## src/rtl/ca_flow_monitor.sv

```systemverilog
// Flow statistics for a rule-184 traffic ring: density, per-step moves, status flags
// and a windowed flux sum, one result per accepted generation with 1-cycle latency.
module ca_flow_monitor #(
  parameter int WIDTH  = 20,
  parameter int CNT_W  = 5,
  parameter int WINDOW = 16,
  parameter int ACC_W  = 9
) (
  input  logic             clk,
  input  logic             res,
  input  logic             in_valid,
  input  logic [WIDTH-1:0] state,
  output logic             out_valid,
  output logic [CNT_W-1:0] density,
  output logic [CNT_W-1:0] moves,
  output logic             frozen,
  output logic             free_flow,
  output logic             cons_err,
  output logic [ACC_W-1:0] flux_sum,
  output logic             win_done
);

  localparam int WC_W = (WINDOW > 1) ? $clog2(WINDOW) : 1;

  typedef enum logic {ACCUM, DUMP} win_state_t;

  win_state_t       wstate;
  logic [WIDTH-1:0] prev;
  logic [WIDTH-1:0] upstream;
  logic [WIDTH-1:0] moving;
  logic [CNT_W-1:0] prev_pop;
  logic [CNT_W-1:0] pop_now;
  logic [CNT_W-1:0] mv_now;
  logic             have_prev;
  logic [ACC_W-1:0] acc;
  logic [WC_W-1:0]  wcnt;
  logic             last;

  function automatic logic [CNT_W-1:0] popcnt(input logic [WIDTH-1:0] v);
    logic [CNT_W-1:0] n;
    n = '0;
    for (int unsigned i = 0; i < WIDTH; i++) begin
      n = n + CNT_W'(v[i]);
    end
    return n;
  endfunction

  // upstream[i] is the occupant of cell i+1 (ring wraps); a car moves into an empty cell i.
  always_comb begin
    upstream = {state[0], state[WIDTH-1:1]};
    moving   = upstream & ~state;
    pop_now  = popcnt(state);
    mv_now   = popcnt(moving);
    last     = (wcnt == WC_W'(WINDOW - 1));
    win_done = (wstate == DUMP);
  end

  always_ff @(posedge clk) begin
    if (res) begin
      wstate    <= ACCUM;
      prev      <= '0;
      prev_pop  <= '0;
      have_prev <= 1'b0;
      acc       <= '0;
      wcnt      <= '0;
      out_valid <= 1'b0;
      density   <= '0;
      moves     <= '0;
      frozen    <= 1'b0;
      free_flow <= 1'b0;
      cons_err  <= 1'b0;
      flux_sum  <= '0;
    end else begin
      out_valid <= in_valid;
      wstate    <= ACCUM;
      if (in_valid) begin
        density   <= pop_now;
        moves     <= mv_now;
        frozen    <= have_prev && (state == prev);
        free_flow <= (mv_now == pop_now) && (pop_now != '0);
        if (have_prev && (pop_now != prev_pop)) begin
          cons_err <= 1'b1;
        end
        prev      <= state;
        prev_pop  <= pop_now;
        have_prev <= 1'b1;
        // acc/wcnt are already cleared on entering DUMP, so a sample in that cycle
        // simply starts the next window.
        if (last) begin
          flux_sum <= acc + ACC_W'(mv_now);
          acc      <= '0;
          wcnt     <= '0;
          wstate   <= DUMP;
        end else begin
          acc  <= acc + ACC_W'(mv_now);
          wcnt <= wcnt + 1'b1;
        end
      end
    end
  end

endmodule

```

## config.mk

```make
export PLATFORM = sky130hd
export DESIGN_NAME = ca_flow_monitor
export DESIGN_NICKNAME = d
export VERILOG_FILES = /design/src/rtl/ca_flow_monitor.sv
export SDC_FILE = /design/constraint.sdc
export NUM_CORES = 1
export LEC_CHECK = 0
export ABC_AREA = 1
export CAP_MARGIN = 20
export CORE_MARGIN = 2
export CORE_UTILIZATION = 34
export CTS_CLUSTER_SIZE = 16
export DETAILED_ROUTE_END_ITERATION = 10
export GPL_TIMING_DRIVEN = 1
export PLACE_DENSITY = 0.65
export SYNTH_ARGS = -nofsm -noshare
export SYNTH_HDL_FRONTEND = slang
export SYNTH_SLANG_ARGS = --single-unit
```

## constraint.sdc

```tcl
create_clock -name clk -period 4.85 [get_ports clk]
set_input_delay 0.485 -clock clk [delete_from_list [all_inputs] [get_ports clk]]
set_output_delay 0.485 -clock clk [all_outputs]
set_load 0.01 [all_outputs]
```

# Word-level counts from Yosys, hierarchy flattened
# Cells that the tools add are included.
# classes
muxes,3
bitwise_logic,3
n_addsub,40
n_reduce_logical,7
n_eq_ne,4
# ops
cell,n
adder 5 x 1 -> 5 bit,30
bitwise AND 20 bit,1
equality test 20 bit,1
inverter 20 bit,1
adder 4 x 1 -> 5 bit,2
adder 9 x 5 -> 9 bit,1
two-way mux 9 bit,1
adder 3 x 1 -> 4 bit,2
adder 2 x 1 -> 3 bit,2
equality test 5 bit,1
inequality test 5 bit,1
nonzero test 5 bit,1
adder 1 x 1 -> 2 bit,2
"adder 4 x 1 -> 4 bit, second input constant",1
"equality test 4 bit, second input constant",1
two-way mux 4 bit,1
AND reduction 2 bit,2
logical AND 1 bit,3
OR reduction 2 bit,1
two-way mux 1 bit,1
inverter 1 bit,1
# totals
out_inout_bits,24
regBits,58

# Logic depth before layout (Yosys ltp)
# Gate-level depths: netlist of run 1.
# logic_depth
depth_word,23
depth_mapped,25

# Worst setup path before layout of run 1
# No wires, ideal clock.
# synth_timing
path_type,input-to-reg
start,input state[12]
end,register acc[6]
slack_ns,-0.456
t_arrival_ns,5.173
stages,21
required_ns,4.718
path_buffers,0
path_cell_list,inv_1 or2_2 fa_1 fa_1 fa_1 fa_1 inv_1 fa_1 ha_1 fa_1 nand2_1 inv_1 nor2_1 o21bai_2 ha_1 nand2_1 inv_1 a21oi_1 or2_2 nand3_1 a21oi_1
# synth_between
elab_chain_len,12
# synth_lines
element,line,rtl
"start, declared",12,"input logic [WIDTH-1:0] state,"
bitwise AND 20 bit (*),51,moving = upstream & ~state;
adder 5 x 1 -> 5 bit / bitwise AND 20 bit (equally long branches),"43, 51",
adder 5 x 1 -> 5 bit (*) (8 in a row),43,n = n + CNT_W'(v[i]);
via mv_now[4],33,logic [CNT_W-1:0] mv_now;
adder 9 x 5 -> 9 bit (*),95,acc <= acc + ACC_W'(mv_now);
two-way mux 9 bit (*),89,if (last) begin
"end signal, assigned",95,
"end, declared",35,logic [ACC_W-1:0] acc;
# The timed path passes the listed nets; every way through them passes the cells marked *.
# A chain may end at the register's enable or synchronous reset.

# Worst setup path in the final report of run 1
# layout_timing
start,input state[0]
end,register acc[5]
# layout_between
elab_chain_len,23
# layout_lines
element,line
inverter 20 bit,51
bitwise AND 20 bit (*),51
adder 1 x 1 -> 2 bit,43
adder 2 x 1 -> 3 bit,43
adder 3 x 1 -> 4 bit,43
adder 4 x 1 -> 5 bit,43
adder 5 x 1 -> 5 bit (14 in a row),43
adder 5 x 1 -> 5 bit (*),43
via mv_now[4],33
adder 9 x 5 -> 9 bit (*),95
two-way mux 9 bit (*),89
# Marks and branches as above.

==> results of run 1 <==
==> power groups by stage <==
stage	sequential [W]	combinational [W]	clock [W]
2_1_floorplan	0.000590	0.000986	0
3_3_place_gp	0.000583	0.00158	0
3_5_place_dp	0.000585	0.00161	0
4_1_cts	0.000576	0.00176	0.000527
5_1_grt	0.000585	0.00221	0.000549
6_report	0.000579	0.00200	0.000523
==> cell usage in the layout, fill, tap and decap left out, drive strengths merged <==
master / instances
a21o: 1
a21oi: 42
a22oi: 1
buf: 128
bufinv: 2
clkbuf: 17
clkdlybuf4s15: 1
clkdlybuf4s50: 28
clkinv: 4
dfxtp: 58
dlygate4sd2: 2
fa: 29
ha: 21
inv: 74
nand2: 96
nand3: 36
nand3b: 1
nand4: 6
nor2: 45
nor3: 4
o211ai: 1
o21ai: 29
o21bai: 1
or2: 6
xnor2: 19
xor2: 5
==> metrics by stage <==
step	setup TNS, ns	area [sq um]
after floorplan	-0.635	3870
after global placement	-14.49	4860
after detailed placement	-15.10	4860
after CTS	-0.412	5580
after global routing	-2.80	5730
final	-0.940	5730
==> final cells by class <==
type                       instances  share of cell area (%)
sequential                        58                    20.3
clock buffer                      12                    2.71
multi-input combinational        343                    44.5
clock inverter                     4                    1.29
inverter                          76                    5.33
tap                              140                    3.06
timing repair buffer             164                    22.9
==> logic make-up (layout without fill, tap and decap cells) <==
logic type,count (synthesis),count (layout)
simple gates,194,194
compound gates,75,75
flops,58,58
fa+ha+maj,50,50
buf+inv,89,256
xor+xnor,24,24
==> synthesized netlist by cell type, drive strengths merged <==
cell    count  area (sq um)
a21o        1          7.51
a21oi      42           214
a22oi       1          7.51
buf         7          38.8
clkbuf      6          22.5
clkinv      2          12.5
dfxtp      58          1160
fa         29           581
ha         21           263
inv        74           280
nand2      96           368
nand3      36           185
nand3b      1          7.51
nand4       6          43.8
nor2       45           174
nor3        4          25.0
o211ai      1          7.51
o21ai      29           145
o21bai      1          11.3
or2         6          40.0
xnor2      19           166
xor2        5          43.8
==> critical path: cells and delay by family <==
family	cells	cell delay [ns]
adder cells (fa/ha/maj)	9	3.55
AND/OR/NAND/NOR	4	0.51
AO/OA/AOI/OAI	4	0.37
buffers and inverters	5	0.30
==> worst max-delay path by stage <==
stage / to / slack [ns] / start / cells after the start
detailed placement: acc[3]$_SDFFE_PP0P_ / -0.94 / state[14] / 20
global route: acc[7]$_SDFFE_PP0P_ / -0.26 / state[6] / 24
floorplan: acc[5]$_SDFFE_PP0P_ / -0.12 / state[13] / 19
CTS: acc[5]$_SDFFE_PP0P_ / -0.12 / state[12] / 21
finish: acc[5]$_SDFFE_PP0P_ / -0.13 / state[0] / 22
global placement: acc[5]$_SDFFE_PP0P_ / -0.87 / state[14] / 21
==> metal layers <==
metal | share of wire [%] | GRT usage (%) | up-vias
met3 | 5.1 | 4.33 | 37
li1 | - | - | 1868
met4 | 3.6 | 11.9 | 0
met5 | 0 | 0 | -
met1 | 42 | 25.0 | 1863
met2 | 49 | 35.4 | 106
==> sequential cells by signal, indices dropped and copies added (netlist names) <==
name / cells
frozen: 1
have_prev: 1
wcnt: 4
prev: 20
prev_pop: 5
free_flow: 1
flux_sum: 9
cons_err: 1
acc: 9
moves: 5
win_done: 1
out_valid: 1
==> timing repair <==
action | in CTS | in global routing
resized for setup | 60 | 58
setup buffers | 62 | 3
setup endpoints to repair | 19 | 17
gates cloned | 0 | 0
pin swaps | 24 | 46
==> out/qor.json, run 1 <==
{
  "outcome": "finished, violations left",
  "violations": "negative setup slack",
  "combinationalPowerShare_pct": 64.4,
  "power.share.clock_pct": 16.9,
  "io_buffers": 46,
  "timing_hold_violations_final": 0,
  "synth.avg_cell_area_sq_um": 7.77,
  "clock_sink_count": 58,
  "clock_skew_ns": 0.00801,
  "synth-simple-area-share_pct": 22.2,
  "number_of_placed_instances_with_taps_included": 719,
  "ff2ff_setup_slack_ns": 3.08,
  "final-setup-viol-count": 11,
  "fp-row-count": 38,
  "detail_route.wirelength_um": 11800,
  "hold_path_end": "prev[14]$_SDFFE_PP0P_",
  "multi_input_area_sq_mm": 0.00255,
  "syn-cell-area_sq_mm": 0.00380,
  "drive_gt1_share_pct": 34.9,
  "rr_startpoint": "acc[0]$_SDFFE_PP0P_",
  "grt_pass1_wl_um": 19200,
  "die-width_um": 110,
  "largest_net_degree_at_the_start_of_global_routing": 40,
  "seq_area_frac_synth_pct": 30.5,
  "detailed_place_hpwl_um": 7370,
  "crit_type": "in -> reg",
  "max-cap-violations": 0,
  "crit_path_end_kind": "flip-flop",
  "finish.cell_count_without_fillers": 797,
  "power.switching_fraction_pct": 42.3,
  "timing.critical_path.cells": "buf_6 > inv_4 > ha_4 > inv_2 > fa_1 > fa_1 > fa_1 > fa_1 > inv_1 > fa_1 > ha_2 > fa_2 > nand2_2 > inv_2 > nor2_2 > o21bai_2 > ha_4 > a21o_1 > a21oi_2 > or2_4 > nand3_2 > a21oi_2",
  "cellInternalPower_w": 0.00179,
  "fp.dieArea_sq_mm": 0.0121,
  "synth_top_family_by_area": "simple AND/OR/NAND/NOR gates",
  "avgViaCountPerCell": 4.86,
  "tritoncts": "yes",
  "initialDrtViolationCount": 218,
  "ir_drop_uv": 516,
  "ffs_latches_synth": 58,
  "worstMarginPinSlew_ns": 0.662,
  "first_global_vias": 3933,
  "fin_util_pct": 52.6,
  "overflow": 0,
  "power_w": 0.00310,
  "filler_cell_count": 927,
  "power_density_mw_per_mm2": 541,
  "post-route-worst-setup-slack_ns": -0.128,
  "whs_path_depth": 4,
  "layout_min_cycle_time_ns": 4.98,
  "grt_antenna_before_repair": 0,
  "register_share_of_total_power_pct": 18.7,
  "p_leak_nw": 2.75,
  "critical_path.max_fanout": 4,
  "path_clk_slew_ns": 0.07,
  "synthesized_area_fraction_occupied_by_ao_oa_aoi_and_oai_cells_pct": 10.3,
  "ctsHoldBuffers": 0,
  "post_synth_xor_area_fraction_pct": 5.52,
  "die_height_um": 110,
  "drt.antenna.violating_nets": 0,
  "htree_num_levels": 3,
  "finish.net_count": 725,
  "critPathMostFrequentCell": "fa_1",
  "total_clock_buffers_created_by_cts": 9,
  "synth.lib_cells_used.distinct": 34,
  "dr_total_vias": 3874,
  "synth_mux_area_share_pct": 0,
  "synth-warning-count": 0,
  "num_antenna_cells": 0,
  "holdWs_ns": 0.466,
  "first_pass_drt_iterations": 5,
  "achievable-frequency_mhz": 201,
  "grt_setup_unrepaired": "yes",
  "synth_adder_area_share_pct": 22.2,
  "timing.critical_path.arrival_ns": 5.22,
  "gp_routability_congestion": 0.871,
  "period_share_pct": 103,
  "grt_usage_pct": 21.1,
  "slew_viol_final": 0,
  "total_switching_power_w": 0.00131,
  "core-area_sq_mm": 0.0109,
  "gate_count_post_synth": 490,
  "area.growth.synth_to_final_pct": 50.6,
  "hold_path.class": "in -> reg",
  "hold_path.startpoint": "state[14]",
  "insertion_delay_ns": 0.36,
  "floorplan.initialDensity_pct": 34.9,
  "cp-start-kind": "input port",
  "critical_path.max_stage_delay_ns": 0.52,
  "route.detailed.wl_per_inst_um": 14.8,
  "layout.area.seq_sq_mm": 0.00116,
  "synth_fp_nets": 563,
  "drcViolationCount": 0,
  "max_slew_headroom_pct": 55.8,
  "critical-path-slowest-cell": "fa_1",
  "dpl_worst_slack_ns": -0.937,
  "clockRootBuffer": "clkbuf_8",
  "worstReg2RegEnd": "acc[6]$_SDFFE_PP0P_",
  "ioPinCount": 47,
  "timing.reg2reg.worst_path_depth": 8,
  "crit_required_ns": 5.09,
  "cts_buffer_depth": 2
}
Power figures use the tool's default switching activity.
==> inputs of run 2 (changes only) <==
--- a/config.mk
+++ b/config.mk
@@ -7,7 +7,7 @@
 export LEC_CHECK = 0
 export ABC_AREA = 1
 export CAP_MARGIN = 20
-export CORE_MARGIN = 2
+export CORE_MARGIN = 8
 export CORE_UTILIZATION = 34
 export CTS_CLUSTER_SIZE = 16
 export DETAILED_ROUTE_END_ITERATION = 10
==> constraint.sdc (replaced) <==
create_clock -name clk -period 4.3 [get_ports clk]
set_input_delay 0.43 -clock clk [delete_from_list [all_inputs] [get_ports clk]]
set_output_delay 0.43 -clock clk [all_outputs]
set_load 0.01 [all_outputs]
==> run 2 against run 1 <==
Compared with the run above:
- the run still ends with negative setup slack left
- utilization unchanged
- design area unchanged
- clock skew decreased by 0.0020 ns
- non-clock buffer count decreased by 11
- hold slack got worse by 0.054 ns
- flip-flop and latch count unchanged
- largest power group unchanged
- sequential power increased by 12%
==> out/qor.json, run 2 (synthesized netlist as in run 1, its figures left out) <==
{
  "filler_cell_count": 949,
  "total_clock_buffers_created_by_cts": 9,
  "timing_hold_violations_final": 0,
  "setup_total_negative_slack_ns": -8.10,
  "layout.cells.most_common": "buf_4",
  "power_density_mw_per_mm2": 627,
  "max_slew_headroom_pct": 68.8,
  "avgViaCountPerCell": 4.77,
  "die-width_um": 122,
  "finish.net_count": 714,
  "ioPinCount": 47,
  "cts_buffer_depth": 2,
  "grt_antenna_before_repair": 0,
  "top_register": "prev",
  "hold_path.class": "in -> reg",
  "post-route-worst-setup-slack_ns": -0.640,
  "clockRootBuffer": "clkbuf_8",
  "die_height_um": 122,
  "grt_setup_unrepaired": "yes",
  "core-area_sq_mm": 0.0109,
  "route.detailed.wl_per_inst_um": 14.4,
  "critical_path.max_stage_delay_ns": 0.55,
  "ir_drop_uv": 513,
  "drt.antenna.violating_nets": 0,
  "crit_required_ns": 4.53,
  "overflow": 0,
  "slew_viol_final": 0,
  "grt_usage_pct": 15.8,
  "largest_register_ff_count": 20,
  "max-cap-violations": 0,
  "critPathMostFrequentCell": "fa_1",
  "detailed_place_hpwl_um": 7640,
  "initialDrtViolationCount": 172,
  "layout_common_cells": "buf_4, nand2_1, dfxtp_1, inv_1, nor2_1",
  "first_global_vias": 3981,
  "launch_point_of_the_worst_path": "state[0]",
  "outcome": "finished, violations left",
  "largest_net_degree_at_the_start_of_global_routing": 38,
  "rr_startpoint": "acc[0]$_SDFFE_PP0P_",
  "area.growth.synth_to_final_pct": 50.6,
  "drcViolationCount": 0,
  "detail_route.wirelength_um": 11300,
  "insertion_delay_ns": 0.36,
  "cp-start-kind": "input port",
  "crit_type": "in -> reg",
  "hold_path.startpoint": "state[14]",
  "htree_num_levels": 3,
  "dr_total_vias": 3746,
  "achievable-frequency_mhz": 202,
  "timing.critical_path.cells": "buf_6 > inv_2 > ha_4 > inv_2 > fa_1 > fa_1 > fa_1 > fa_1 > inv_1 > fa_1 > ha_2 > fa_2 > buf_4 > nor2_4 > nor2_4 > ha_4 > nand3_2 > nand2_4 > nand4_1 > nand2_1 > nand2_2 > nand3_1 > a21oi_1",
  "fp.dieArea_sq_mm": 0.0148,
  "worstMarginPinSlew_ns": 0.468,
  "fp-row-count": 38,
  "num_antenna_cells": 0,
  "violations": "negative setup slack",
  "io_buffers": 46,
  "gp_routability_congestion": 0.868,
  "period_share_pct": 115,
  "clock_skew_ns": 0.00597,
  "final-setup-viol-count": 19,
  "grt_pass1_wl_um": 18500,
  "drive_gt1_share_pct": 34.4,
  "floorplan.initialDensity_pct": 34.9,
  "critical_path.max_fanout": 4,
  "path_clk_slew_ns": 0.07,
  "clock_sink_count": 58,
  "tritoncts": "yes",
  "dpl_worst_slack_ns": -1.45,
  "power_w": 0.00359,
  "layout_min_cycle_time_ns": 4.94,
  "p_leak_nw": 2.70,
  "crit_path_end_kind": "flip-flop",
  "critical-path-slowest-cell": "fa_1",
  "timing.critical_path.arrival_ns": 5.17,
  "first_pass_drt_iterations": 4,
  "largestRegisters": "prev (20), acc (9), flux_sum (9)"
}
[run 2: cell types whose count changed in the layout (fill, tap and decap cells not counted), moves of 4 or more]
cell     previous run  this run
buf_4             116        92
inv_1              58        51
nor2_2             10         5
buf_6               6        20
nand2_2            14        10
inv_2              12        16
[run 2: path summary, 6_finish.rpt]
check	to	slack, ns	depth (start not counted)
worst max-delay path	acc[7]$_SDFFE_PP0P_	-0.64	23
worst min-delay path	prev[14]$_SDFFE_PP0P_	0.41	4
worst max register to register	acc[6]$_SDFFE_PP0P_	2.64	8
worst min register to register	flux_sum[0]$_SDFFE_PP0P_	0.47	2
[run 2: area by class of cell]
| type | instances | area, sq um | area share, % |
|---|---|---|---|
| multi-input combinational | 343 | 2570 | 44.8 |
| timing repair buffer | 153 | 1310 | 22.8 |
| sequential | 58 | 1160 | 20.3 |
| inverter | 76 | 313 | 5.46 |
| tap | 140 | 175 | 3.06 |
| clock buffer | 9 | 124 | 2.16 |
| clock inverter | 6 | 82.6 | 1.44 |
[run 2: repair_timing]
| item | 4_1_cts | 5_1_grt |
|---|---|---|
| gates resized for setup | 116 | 33 |
| cloned | 0 | 0 |
| endpoints found under the setup margin | 27 | 20 |
| pin swaps | 54 | 43 |
| hold buffers | 0 | 0 |
| buffers inserted | 39 | 8 |
[run 2: through the flow]
| step | util [%] | cell area (sq um) | hold WS, ns | std cells |
|---|---|---|---|---|
| after floorplan | - | 3870 | 0.435 | 490 |
| after global placement | 45.0 | 4890 | 0.450 | 723 |
| after detailed placement | 45.0 | 4890 | 0.453 | 723 |
| after CTS | 51.1 | 5560 | 0.403 | 777 |
| after global routing | 52.6 | 5730 | 0.421 | 785 |
| final | 52.6 | 5730 | 0.411 | 785 |
[run 2: power breakdown]
group	internal (W)	switching, W	leakage (nW)
registers	0.000603	0.0000482	0.477
clock network	0.000319	0.000226	0.105
logic	0.00117	0.00122	2.12
[run 2: per-layer routing]
metal	GRT usage, %	share of wire, %	wire (um)	vias up
met3	3.33	3.6	410	37
li1	-	-	-	1846
met2	26.5	49	5510	76
met5	0	0	0	-
met1	18.2	44	4930	1787
met4	9.25	4.0	452	0
[run 2: worst max-delay path: cells and delay by family]
family                   cells  cell delay, ns
adder cells (fa/ha/maj)      9            3.50
AND/OR/NAND/NOR              8            0.79
buffers and inverters        5            0.41
AO/OA/AOI/OAI                1            0.06
==> patch 1 (config.mk and constraints of run 1) <==
Change the parameter `WINDOW` from 16 to 32.
--- a/src/rtl/ca_flow_monitor.sv
+++ b/src/rtl/ca_flow_monitor.sv
@@ -3,7 +3,7 @@
 module ca_flow_monitor #(
   parameter int WIDTH  = 20,
   parameter int CNT_W  = 5,
-  parameter int WINDOW = 16,
+  parameter int WINDOW = 32,
   parameter int ACC_W  = 9
 ) (
   input  logic             clk,
Formal check against the unedited RTL: same outputs for any inputs over 10 cycles, from zero or initial values; that may be too few to reach the edited logic, so the function may still have changed.
==> patch 1 against run 1 <==
The flow still finishes with violations (negative setup slack); synthesized area down 0.43%; core utilization down 3.7 points; first-iteration DRC count down 43%; wire length down 18%; non-clock buffer count down 51; hold slack worse by 0.014 ns; power down 6.5%; clock power down 24%; sequential cell count up 1; final area down 7.5%; worst setup slack worse by 0.042 ns.
==> patch 1: results (changes against run 1) <==
- Reg2reg end: wcnt[3]
- Total Nets Final: 675 (-6.9%)
- Syn_nets: 564 (+0.18%)
- DRT Pass-1 Iters: 4 (-1)
- Leak Pwr: 2.50 nW (-9.0%)
- Crit path DAT: 5.21 ns (about the same)
- Final setup violation count: 12 (+1)
- Vias in the first global route: 3642 (-7.4%)
- Register share of total power: 20.4% (+1.7 points)
- Hold Path End: cons_err
- Starting DRC count in detailed routing: 125 (-43%)
- Hold WC Path Type: reg -> reg
- Failing checks: negative setup slack
- Layout cell share with drive strength beyond 1: 28.1% (-6.8 points)
- Placement Setup Slack: -0.947 ns (-0.00946 ns)
- Final WS setup: -0.170 ns (-0.0419 ns)
- Clock Skew: 0.0102 ns (+0.00224 ns)
- First-pass GRT wire length: 16300 um (-15%)
- Worst path max stage delay: 0.57 ns (+0.05 ns)
- Met2 routed WL: 4610 um (-21%)
- R2R cell count: 9 (+1)
- Placed cell count: 717 (-0.28%)
- Met3 wire length: 625 um (+4.7%)
- Top cells by area, synth: dfxtp_1 31%, fa_1 15%, nand2_1 9.0%
- Netlist cell types: 25 (-26%)
- Status: complete, but fails checks
- Critical path launch point: state[12]
- Clock group share of total power: 13.7% (-3.2 points)
- Worst slew pin tran: 0.972 ns (+0.310 ns)
- Xor-xnor portion of the synthesized cell area: 5.09% (-0.44 points)
- Largest net degree at the start of global routing: 61 (+53%)
- HPWL Detailed: 7150 um (-2.9%)
- VDD IR max: 0.256 mV (-50%)
==> patch 1: layout make-up <==
| cell class | count | area share [%] |
|---|---|---|
| multi-input combinational | 334 | 47.2 |
| sequential | 59 | 22.3 |
| timing repair buffer | 113 | 17.5 |
| inverter | 84 | 6.56 |
| tap | 140 | 3.31 |
| clock buffer | 11 | 2.67 |
| clock inverter | 5 | 0.543 |
==> patch 1: per-stage QoR <==
| stage | TNS [ns] | instance area, um2 |
|---|---|---|
| 6_report | -1.23 | 5300 |
| 3_5_place_dp | -15.05 | 4870 |
| 4_1_cts | -1.64 | 5140 |
| 3_3_place_gp | -13.38 | 4870 |
| 2_1_floorplan | -0.0463 | 3890 |
| 5_1_grt | -3.27 | 5300 |
==> patch 1: what timing repair did <==
item / CTS / global route
pin swaps: 25 / 38
resized for setup: 48 / 68
setup buffers: 5 / 9
setup endpoints to repair: 18 / 16
==> patch 2 (settings of run 1) <==
Made on the original files. Register the inputs `res`, `in_valid` and `state` before use, without a reset. The logic sees them one clock later.
--- a/src/rtl/ca_flow_monitor.sv
+++ b/src/rtl/ca_flow_monitor.sv
@@ -24,6 +24,16 @@
 
   typedef enum logic {ACCUM, DUMP} win_state_t;
 
+  logic res_q;
+  logic in_valid_q;
+  logic [WIDTH-1:0] state_q;
+
+  always_ff @(posedge clk) begin
+    res_q      <= res;
+    in_valid_q <= in_valid;
+    state_q    <= state;
+  end
+
   win_state_t       wstate;
   logic [WIDTH-1:0] prev;
   logic [WIDTH-1:0] upstream;
@@ -47,16 +57,16 @@
 
   // upstream[i] is the occupant of cell i+1 (ring wraps); a car moves into an empty cell i.
   always_comb begin
-    upstream = {state[0], state[WIDTH-1:1]};
-    moving   = upstream & ~state;
-    pop_now  = popcnt(state);
+    upstream = {state_q[0], state_q[WIDTH-1:1]};
+    moving   = upstream & ~state_q;
+    pop_now  = popcnt(state_q);
     mv_now   = popcnt(moving);
     last     = (wcnt == WC_W'(WINDOW - 1));
     win_done = (wstate == DUMP);
   end
 
   always_ff @(posedge clk) begin
-    if (res) begin
+    if (res_q) begin
       wstate    <= ACCUM;
       prev      <= '0;
       prev_pop  <= '0;
@@ -71,17 +81,17 @@
       cons_err  <= 1'b0;
       flux_sum  <= '0;
     end else begin
-      out_valid <= in_valid;
+      out_valid <= in_valid_q;
       wstate    <= ACCUM;
-      if (in_valid) begin
+      if (in_valid_q) begin
         density   <= pop_now;
         moves     <= mv_now;
-        frozen    <= have_prev && (state == prev);
+        frozen    <= have_prev && (state_q == prev);
         free_flow <= (mv_now == pop_now) && (pop_now != '0);
         if (have_prev && (pop_now != prev_pop)) begin
           cons_err <= 1'b1;
         end
-        prev      <= state;
+        prev      <= state_q;
         prev_pop  <= pop_now;
         have_prev <= 1'b1;
         // acc/wcnt are already cleared on entering DUMP, so a sample in that cycle
Behaviour: not the same (a bounded check fails within 4 cycles, from zero or initial values).
==> patch 2 against run 1 <==
Wire length down 2.7%; count of clock-buffer cells in the layout increased by 1; non-clock buffer count shrank 56; worst setup slack worse by 0.051 ns; register-to-register slack worse by 3.3 ns; sequential cell count up 22; critical endpoint is now flux_sum[8]; final area up 2.8%; the run still ends with negative setup slack left; largest cell class unchanged; synthesized area is 13% higher; power up 6.6%; critical path type is now reg -> reg.
==> patch 2: results (changes against run 1) <==
- Syn_nets: 603 (+7.1%)
- GPL Wtd Cong: 0.852 (-2.1%)
- GRT Util Overall: 18.0% (-3.1 points)
- WL per Instance: 14.2 um (-4.4%)
- Hold Path End: cons_err
- Regs by FF count: prev x20, state_q x20
- Hold WC Path Type: reg -> reg
- HP Start: cons_err
- Reg2reg end: flux_sum[8]
- Starting DRC count in detailed routing: 280 (+28%)
- Top cells by area, synth: dfxtp_1 37%, fa_1 13%, nand2_1 7.6%
- PortBufs: 46 (unchanged)
- Hold Path Stages: 2 (-2)
- VDD IR max: 0.280 mV (-46%)
- Failing checks: negative setup slack
- Largest net degree at the start of global routing: 61 (+53%)
- Netlist cell types: 32 (-5.9%)
- Vias in the first global route: 3894 (-0.99%)
- Total Nets Final: 707 (-2.5%)
- Final TNS setup: -1.14 ns (-0.203 ns)
- R2R cell count: 24 (+16)
- Final setup violation count: 11 (unchanged)
- DRT Pass-1 Iters: 5 (unchanged)
- Drt total wl: 11500 um (-2.7%)
- Clock Skew: 0.00742 ns (-0.000583 ns)
- Placed cell count: 764 (+6.3%)
- Status: complete, but fails checks
- Crit path DAT: 5.27 ns (+0.05 ns)
- Layout cell share with drive strength beyond 1: 23.2% (-12 points)
- Top post-synthesis cells by count: 87 x nand2_1, 80 x dfxtp_1, 72 x inv_1
- Rel. slew slack: 40.4% (-15 points)
- Clk root buf: clkbuf_16
- Leak Pwr: 2.68 nW (-2.7%)
- Worst path max stage delay: 0.59 ns (+0.07 ns)
- HPWL Detailed: 7660 um (+4.0%)
- DR vias/cell: 4.82 (-0.94%)
- Slowest-stage cell, CP: fa_2
- Cell count after synthesis: 530 (+8.2%)
- Register area share after synthesis: 37.2% (+6.7 points)
- First-pass GRT wire length: 18800 um (-2.4%)
- Fill count: 1136 (+23%)
- Final Max Slew Viols: 0 (unchanged)
- R2R Path Start: state_q[12]
- Final WS setup: -0.179 ns (-0.0508 ns)
- Worst-Skew Late Latency: 0.34 ns (-0.02 ns)
- Area after DPL: 5180 um2 (+6.6%)
-- patch 2: routing by layer --
metal	GRT usage, %	vias to the layer above	wire length (um)
met3	3.32	42	689
met2	29.7	140	5460
met4	8.49	0	472
li1	-	1882	-
met5	0	-	0
met1	22.9	1841	4870
-- patch 2: repair_timing --
action / 4_1_cts / 5_1_grt
pin swaps: 15 / 22
buffers inserted: 34 / 0
resized for setup: 24 / 21
setup endpoints to repair: 13 / 17
-- patch 2: layout make-up --
cell class,count,area (um2),area share [%]
well taps,172,215,3.65
flip-flops and latches,80,1610,27.3
repair buffers,108,946,16.1
clock inverters,3,17.5,0.297
multi-input cells,357,2560,43.4
inverters,78,295,5.01
clock buffers,13,250,4.25
-- patch 2: power breakdown --
part,leakage [nW],switching (W),internal (W)
Clock,0.130,0.000255,0.000359
Sequential,0.663,0.0000578,0.000728
Combinational,1.88,0.00104,0.000862
-- patch 2: worst reg2reg max path: stages, from the launching register on --
cell and delay, ns:
dfxtp_2 0.32, inv_2 0.03, or2_4 0.22, fa_1 0.48, fa_1 0.51, fa_2 0.59, fa_1 0.41, inv_1 0.10
fa_1 0.43, ha_2 0.20, fa_2 0.38, nand2_2 0.09, inv_2 0.05, nor2_2 0.09, o21bai_2 0.09, ha_4 0.30
nand2_1 0.07, clkinv_2 0.08, nand4_1 0.12, nand2_1 0.08, nand2_1 0.07, nand2_1 0.06, nand2_1 0.05, nand2_1 0.07
inv_1 0.03
-- patch 2: how the worst max path moves through the flow --
stage                start          end  cells after the start  slack [ns]
2_1_floorplan  state_q[12]       acc[5]                     20      0.0001
3_5_place_dp   state_q[12]       acc[5]                     20       -0.18
3_3_place_gp   state_q[12]       acc[5]                     20       -0.09
6_report       state_q[12]  flux_sum[8]                     24       -0.18
4_1_cts         state_q[0]       acc[5]                     21        -0.1
5_1_grt         state_q[0]  flux_sum[8]                     25       -0.38
-- patch 2: kinds of logic after synthesis --
| logic type | after synthesis | share of synthesized area [%] |
|---|---|---|
| AND/OR/NAND/NOR | 192 | 19.4 |
| buffers and inverters | 93 | 8.28 |
| XOR/XNOR | 16 | 3.26 |
| AO/OA/AOI/OAI | 99 | 12.2 |
| adder cells (fa/ha/maj) | 50 | 19.6 |
| flip-flops | 80 | 37.2 |
-- patch 2: per-stage QoR --
step / setup slack [ns] / hold slack [ns]
finish: -0.179 / 0.459
global route: -0.377 / 0.485
CTS: -0.0955 / 0.461
floorplan: 0.000110 / 0.435
global placement: -0.0949 / 0.447
detailed placement: -0.181 / 0.445
